`src/rtl/mips_multicycle_ctrl_if.sv`:
```
// Shared memory port between the multi-cycle controller and the memory.
// The controller is the master: it requests, the memory acknowledges.
interface mips_multicycle_ctrl_if;
    logic mem_req;
    logic mem_ack;
    logic iord;
    logic mem_read;
    logic mem_write;

    modport master (
        output mem_req,
        output iord,
        output mem_read,
        output mem_write,
        input  mem_ack
    );

    modport slave (
        input  mem_req,
        input  iord,
        input  mem_read,
        input  mem_write,
        output mem_ack
    );
endinterface

```
`src/rtl/mips_multicycle_ctrl.sv`:
```
// Multi-cycle MIPS sequencing controller: walks each instruction through
// fetch/decode/execute/memory/write-back and drives the datapath enables.
module mips_multicycle_ctrl #(
    parameter int unsigned CNT_W = 32
) (
    input  logic                         clk,
    input  logic                         rst,
    input  logic [5:0]                   opcode,
    input  logic                         zero_flag,
    mips_multicycle_ctrl_if.master       mem,
    output logic                         ir_write,
    output logic                         pc_en,
    output logic                         pc_src,
    output logic                         reg_dst,
    output logic                         mem_to_reg,
    output logic                         reg_write,
    output logic                         alu_src_a,
    output logic [1:0]                   alu_src_b,
    output logic [1:0]                   alu_op,
    output logic                         halted,
    output logic                         illegal,
    output logic [3:0]                   state,
    output logic [CNT_W-1:0]             retired
);

    typedef enum logic [3:0] {
        S_FETCH     = 4'd0,
        S_DECODE    = 4'd1,
        S_MEM_ADDR  = 4'd2,
        S_MEM_READ  = 4'd3,
        S_MEM_WB    = 4'd4,
        S_MEM_WRITE = 4'd5,
        S_R_EXEC    = 4'd6,
        S_R_WB      = 4'd7,
        S_I_EXEC    = 4'd8,
        S_I_WB      = 4'd9,
        S_BRANCH    = 4'd10,
        S_HALT      = 4'd11
    } state_t;

    localparam logic [5:0] OP_RTYPE = 6'b000000;
    localparam logic [5:0] OP_LW    = 6'b100011;
    localparam logic [5:0] OP_SW    = 6'b101011;
    localparam logic [5:0] OP_BEQ   = 6'b000100;
    localparam logic [5:0] OP_BNE   = 6'b000101;
    localparam logic [5:0] OP_ADDI  = 6'b001000;
    localparam logic [5:0] OP_ANDI  = 6'b001100;
    localparam logic [5:0] OP_ORI   = 6'b001101;
    localparam logic [5:0] OP_HALT  = 6'b111111;

    state_t             r_state;
    state_t             w_next;
    logic [CNT_W-1:0]   r_retired;
    logic               r_halted;
    logic               r_illegal;

    logic               w_mem_req;
    logic               w_iord;
    logic               w_mem_read;
    logic               w_mem_write;
    logic               w_ir_write;
    logic               w_pc_en;
    logic               w_pc_src;
    logic               w_reg_dst;
    logic               w_mem_to_reg;
    logic               w_reg_write;
    logic               w_alu_src_a;
    logic [1:0]         w_alu_src_b;
    logic [1:0]         w_alu_op;
    logic               w_retire;
    logic               w_set_halt;
    logic               w_set_illegal;

    always_ff @(posedge clk) begin
        if (rst) begin
            r_state   <= S_FETCH;
            r_retired <= '0;
            r_halted  <= 1'b0;
            r_illegal <= 1'b0;
        end else begin
            r_state <= w_next;
            if (w_retire)
                r_retired <= r_retired + {{(CNT_W-1){1'b0}}, 1'b1};
            if (w_set_halt)
                r_halted <= 1'b1;
            if (w_set_illegal)
                r_illegal <= 1'b1;
        end
    end

    always_comb begin
        w_next        = r_state;
        w_mem_req     = 1'b0;
        w_iord        = 1'b0;
        w_mem_read    = 1'b0;
        w_mem_write   = 1'b0;
        w_ir_write    = 1'b0;
        w_pc_en       = 1'b0;
        w_pc_src      = 1'b0;
        w_reg_dst     = 1'b0;
        w_mem_to_reg  = 1'b0;
        w_reg_write   = 1'b0;
        w_alu_src_a   = 1'b0;
        w_alu_src_b   = 2'b00;
        w_alu_op      = 2'b00;
        w_retire      = 1'b0;
        w_set_halt    = 1'b0;
        w_set_illegal = 1'b0;

        case (r_state)
            S_FETCH: begin
                w_mem_req   = 1'b1;
                w_mem_read  = 1'b1;
                w_alu_src_b = 2'b01;
                if (mem.mem_ack) begin
                    w_ir_write = 1'b1;
                    w_pc_en    = 1'b1;
                    w_next     = S_DECODE;
                end
            end
            S_DECODE: begin
                w_alu_src_b = 2'b11;
                case (opcode)
                    OP_LW, OP_SW:             w_next = S_MEM_ADDR;
                    OP_RTYPE:                 w_next = S_R_EXEC;
                    OP_ADDI, OP_ANDI, OP_ORI: w_next = S_I_EXEC;
                    OP_BEQ, OP_BNE:           w_next = S_BRANCH;
                    OP_HALT: begin
                        w_next     = S_HALT;
                        w_set_halt = 1'b1;
                    end
                    default: begin
                        w_next        = S_FETCH;
                        w_set_illegal = 1'b1;
                    end
                endcase
            end
            S_MEM_ADDR: begin
                w_alu_src_a = 1'b1;
                w_alu_src_b = 2'b10;
                if (opcode == OP_SW)
                    w_next = S_MEM_WRITE;
                else if (opcode == OP_LW)
                    w_next = S_MEM_READ;
                else
                    w_next = S_FETCH;
            end
            S_MEM_READ: begin
                w_mem_req  = 1'b1;
                w_mem_read = 1'b1;
                w_iord     = 1'b1;
                if (mem.mem_ack)
                    w_next = S_MEM_WB;
            end
            S_MEM_WB: begin
                w_reg_write  = 1'b1;
                w_mem_to_reg = 1'b1;
                w_retire     = 1'b1;
                w_next       = S_FETCH;
            end
            S_MEM_WRITE: begin
                w_mem_req   = 1'b1;
                w_mem_write = 1'b1;
                w_iord      = 1'b1;
                if (mem.mem_ack) begin
                    w_retire = 1'b1;
                    w_next   = S_FETCH;
                end
            end
            S_R_EXEC: begin
                w_alu_src_a = 1'b1;
                w_alu_op    = 2'b10;
                w_next      = S_R_WB;
            end
            S_R_WB: begin
                w_reg_write = 1'b1;
                w_reg_dst   = 1'b1;
                w_retire    = 1'b1;
                w_next      = S_FETCH;
            end
            S_I_EXEC: begin
                w_alu_src_a = 1'b1;
                w_alu_src_b = 2'b10;
                w_alu_op    = 2'b11;
                w_next      = S_I_WB;
            end
            S_I_WB: begin
                w_reg_write = 1'b1;
                w_retire    = 1'b1;
                w_next      = S_FETCH;
            end
            S_BRANCH: begin
                w_alu_src_a = 1'b1;
                w_alu_op    = 2'b01;
                w_pc_src    = 1'b1;
                // Only Mealy output: taken decision follows zero_flag combinationally.
                w_pc_en     = ((opcode == OP_BEQ) & zero_flag) |
                              ((opcode == OP_BNE) & ~zero_flag);
                w_retire    = 1'b1;
                w_next      = S_FETCH;
            end
            S_HALT: w_next = S_HALT;
            default: w_next = S_FETCH;
        endcase
    end

    // Reset forces every control strobe low in the same cycle, not just after the edge.
    assign mem.mem_req   = w_mem_req    & ~rst;
    assign mem.iord      = w_iord       & ~rst;
    assign mem.mem_read  = w_mem_read   & ~rst;
    assign mem.mem_write = w_mem_write  & ~rst;
    assign ir_write      = w_ir_write   & ~rst;
    assign pc_en         = w_pc_en      & ~rst;
    assign pc_src        = w_pc_src     & ~rst;
    assign reg_dst       = w_reg_dst    & ~rst;
    assign mem_to_reg    = w_mem_to_reg & ~rst;
    assign reg_write     = w_reg_write  & ~rst;
    assign alu_src_a     = w_alu_src_a  & ~rst;
    assign alu_src_b     = rst ? 2'b00 : w_alu_src_b;
    assign alu_op        = rst ? 2'b00 : w_alu_op;

    assign halted  = r_halted;
    assign illegal = r_illegal;
    assign state   = r_state;
    assign retired = r_retired;

endmodule

```
`src/flat_wrapper.sv`:
```
// flat-port wrapper written by rule: the top's interface ports become plain ports
module mips_multicycle_ctrl_flat 
#(
    parameter int unsigned CNT_W = 32
)
  (clk, rst, opcode, zero_flag, ir_write, pc_en, pc_src, reg_dst, mem_to_reg, reg_write, alu_src_a, alu_src_b, alu_op, halted, illegal, state, retired, mem_mem_req, mem_iord, mem_mem_read, mem_mem_write, mem_mem_ack);
  mips_multicycle_ctrl_if mem_i ();
  input  logic clk;
  input  logic rst;
  input  logic [5:0] opcode;
  input  logic zero_flag;
  output logic ir_write;
  output logic pc_en;
  output logic pc_src;
  output logic reg_dst;
  output logic mem_to_reg;
  output logic reg_write;
  output logic alu_src_a;
  output logic [1:0] alu_src_b;
  output logic [1:0] alu_op;
  output logic halted;
  output logic illegal;
  output logic [3:0] state;
  output logic [CNT_W-1:0] retired;
  output wire logic [$bits(mem_i.mem_req)-1:0] mem_mem_req;
  output wire logic [$bits(mem_i.iord)-1:0] mem_iord;
  output wire logic [$bits(mem_i.mem_read)-1:0] mem_mem_read;
  output wire logic [$bits(mem_i.mem_write)-1:0] mem_mem_write;
  input wire logic [$bits(mem_i.mem_ack)-1:0] mem_mem_ack;
  assign mem_mem_req = mem_i.mem_req;
  assign mem_iord = mem_i.iord;
  assign mem_mem_read = mem_i.mem_read;
  assign mem_mem_write = mem_i.mem_write;
  assign mem_i.mem_ack = mem_mem_ack;
  mips_multicycle_ctrl #(.CNT_W(CNT_W)) u_core (.clk(clk), .rst(rst), .opcode(opcode), .zero_flag(zero_flag), .mem(mem_i), .ir_write(ir_write), .pc_en(pc_en), .pc_src(pc_src), .reg_dst(reg_dst), .mem_to_reg(mem_to_reg), .reg_write(reg_write), .alu_src_a(alu_src_a), .alu_src_b(alu_src_b), .alu_op(alu_op), .halted(halted), .illegal(illegal), .state(state), .retired(retired));
endmodule
```
`config.mk`:
```
export PLATFORM = sky130hd
export DESIGN_NAME = mips_multicycle_ctrl_flat
export DESIGN_NICKNAME = d
export VERILOG_FILES = /design/src/rtl/mips_multicycle_ctrl_if.sv /design/src/rtl/mips_multicycle_ctrl.sv /design/src/flat_wrapper.sv
export SDC_FILE = /design/constraint.sdc
export NUM_CORES = 1
export LEC_CHECK = 0
export CORE_MARGIN = 5
export CORE_UTILIZATION = 25
export CTS_BUF_LIST = sky130_fd_sc_hd__clkbuf_8
export DETAILED_ROUTE_END_ITERATION = 12
export PLACE_DENSITY_LB_ADDON = 0.2
export SYNTH_ARGS = -nofsm -noshare
export SYNTH_HDL_FRONTEND = slang
export SYNTH_SLANG_ARGS = --single-unit
```
`constraint.sdc`:
```
create_clock -name clk -period 3.7 [get_ports clk]
set_input_delay 0.74 -clock clk [delete_from_list [all_inputs] [get_ports clk]]
set_output_delay 0.74 -clock clk [all_outputs]
set_load 0.005 [all_outputs]
```
==> metrics.csv <==
stage;metric;value;unit
sta;worstMarginPinSlew;0.693;ns
sta;finalSetupViolations;0;
sta;skew;0.00760;ns
cells_and_area;nNetsFinal;359;
clock_network;cts_hold_buf;0;
flow_run;drv_cap;0;
synth;synth_seq_cells;38;
worst_setup_path;critPathMaxFanout;44;
clock_network;cts-htree-levels;2;
min_path;hold_class;reg2reg;
die;die_area;0.0111;sq mm
clock_network;clkSinkCount;38;
pwr;peakVddDrop;120;uV
synth;syn_area_per_cell;7.78;sq um
synth;seq_area_frac_synth;0.334;
worst_setup_path;cp_cell_sequence;clkdlybuf4s50_1 > buf_12 > nor3_1 > and3_1 > o21bai_1 > clkdlybuf4s50_1;
worst_setup_path;slowest_delay;0.52;ns
global_route;grt_start_max_net_pins;45;
sta;hold_violations;0;
global_route;grt_antenna_before_repair;0;
die;start_util;0.259;
cells_and_area;syn2layout_area_growth;36.2;%
synth;yosysUniqueCellTypes;48;
worst_setup_path;startpoint_type;primary input;
clock_network;cts_tree;yes;
sta;fin_crit_sh;0.877;
pwr;cellPowerDensity;304;mW/mm^2
synth;syn_inst;293;
clock_network;cts_buffers;5;
global_route;grt_first_pass_wirelength;10.7;mm
synth;synth_edf_count;0;
sta;setup_tns;0;ns
placed_design;place_congestion;0.794;
clock_network;clk_latency;0.29;ns
synth;synth_nets;304;
die;core-area;0.00881;sq mm
worst_setup_path;crit_buf_inv;3;
synth;synth_commonest_cells;nor2_1 (41), dfxtp_1 (38), a21oi_1 (24);
sta;finalCriticalPeriod;3.24;ns
detailed_routing;drtAntennaViolNets;0;
cells_and_area;antenna_cells;0;
sta;grt_setup_unrepaired;false;
detailed_routing;drc_errors;0;
die;fp.dieW;105;um
synth;ys.flop_type;dfxtp_1;
worst_setup_path;worstSetupPathType;in2out;
pwr;p_leak;1.02;nW
detailed_routing;routed_wl;6.33;mm
clock_network;clockBufferDepth;2;
synth;yosys_warnings;0;
worst_setup_path;cp_common_cell;clkdlybuf4s50_1;
worst_setup_path;critPathTopFamily;buffers and inverters;
clock_network;cts_resized;0;
sta;hold_ws;0.485;ns
synth;yosys.area.top_type;dfxtp_1;
synth;yosys-top-cells-area;dfxtp_1 (33%), nor2_1 (6.8%), xor2_1 (5.8%), a21oi_1 (5.3%), nand3_1 (3.3%);
detailed_routing;firstDrtPassIters;4;
placed_design;hpwl;4.53;mm
sta;final_max_slew_viol_count;0;
die;die_h;105;um
global_route;grt_pass1_vias;2209;
clock_network;cts_setup_buffers;0;
synth;yosysMostFrequentCell;nor2_1;
detailed_routing;vias;2316;
cells_and_area;fillCellCount;923;
worst_setup_path;crit_required;2.96;ns
global_route;gr-usage-all-layers;0.114;
synth;syn-cell-area;0.00228;sq mm
sta;maxSlewHeadroom;0.537;
worst_setup_path;end_kind;output pin;
detailed_routing;wl_per_cell;13.9;um
run_status;status;finished, final reports clean;
placed_design;numPortBuffers;62;
detailed_routing;via_per_inst;5.07;
clock_network;path_clk_slew;0.08;ns
clock_network;clockRootBuffer;clkbuf_8;
die;io_pins;63;
detailed_routing;drt_iter0_markers;87;
global_route;grt.overflow.total;0;
worst_setup_path;crit_path_top_delay_cell;clkdlybuf4s50_1;
cells_and_area;drive_gt1_frac;0.0573;
synth;async_flop_share;0;
worst_setup_path;worst-endpoint-arrival;2.50;ns
synth;yosys.area.top_type_share;0.334;
die;rows;34;
sta;fmax;0.308;GHz
-- report_power, final --
| part | internal (mW) | leakage, nW | total (mW) | switching (mW) |
|---|---|---|---|---|
| registers | 0.416 | 0.307 | 0.435 | 0.0187 |
| clock network | 0.196 | 0.0607 | 0.345 | 0.149 |
| logic | 0.0785 | 0.649 | 0.163 | 0.0847 |
-- stage by stage --
step	cell area, sq um	util	worst slack [ns]	instances	total power, mW
after global routing	3110	0.353	0.337	457	0.994
after detailed placement	3000	0.341	0.459	449	0.609
after global placement	3000	0.341	0.445	449	0.610
final	3110	0.353	0.456	457	0.943
after CTS	3110	0.353	0.452	457	0.960
after floorplan	2280	-	1.43	293	0.535
-- cell usage in the layout, fill, tap and decap left out, drive strengths merged, types with 3 or more instances in the layout --
master,synthesis,layout
a21oi,24,24
clkbuf,11,5
nand2,18,18
or4,10,10
nor4,4,4
clkdlybuf4s50,0,62
xor2,15,15
nor2,41,41
buf,8,5
nor3,10,10
and3,7,7
dfxtp,38,38
nand2b,6,6
nand4,14,14
o21ai,13,13
nand4b,3,3
inv,9,11
nand3,15,15
o31ai,9,9
or3,11,11
-- state kept, by name, indices dropped and copies added, names as in the netlist --
signal,flops
u_core.halted,1
u_core.retired,32
u_core.illegal,1
u_core.state,4
-- worst reg2reg max path: stages, from the launching register on --
cell,delay (ns)
dfxtp_1,0.77
nand2_1,0.25
o221ai_4,0.53
nand4_4,0.35
or4_1,0.58
a21oi_1,0.14
-- cell families (layout without fill, tap and decap cells) --
group,after synthesis,after routing,share of synthesized area
adder cells (fa/ha/maj),1,1,0.00549
AND/OR/NAND/NOR,145,145,0.353
AO/OA/AOI/OAI,63,63,0.185
flip-flops,38,38,0.334
buffers and inverters,28,84,0.0527
XOR/XNOR,17,17,0.0653
multiplexers,1,1,0.00439
-- final timing paths --
check / start / to / slack [ns] / cells after the start
worst max-delay path: rst / pc_en / 0.46 / 6
worst max register to register: u_core.state[3] / u_core.retired[25] / 1.02 / 5
worst min register to register: u_core.retired[31] / u_core.retired[31] / 0.48 / 2
worst min-delay path: u_core.retired[31] / u_core.retired[31] / 0.48 / 2
-- per-layer routing --
layer  global-route usage  wire (um)  share of wire
met4               0.0250         40         0.0063
met2                0.177       2810           0.44
met1                0.156       3030           0.48
met5                    0          0              0
met3               0.0348        454          0.072
-- final cells by class --
class | instances | area (sq um) | area share
well taps | 108 | 135 | 0.0435
inverters | 9 | 33.8 | 0.0109
flip-flops and latches | 38 | 761 | 0.245
clock buffers | 5 | 68.8 | 0.0222
multi-input cells | 227 | 1400 | 0.450
repair buffers | 67 | 671 | 0.216
clock inverters | 3 | 37.5 | 0.0121
Power figures use the tool's default switching activity.
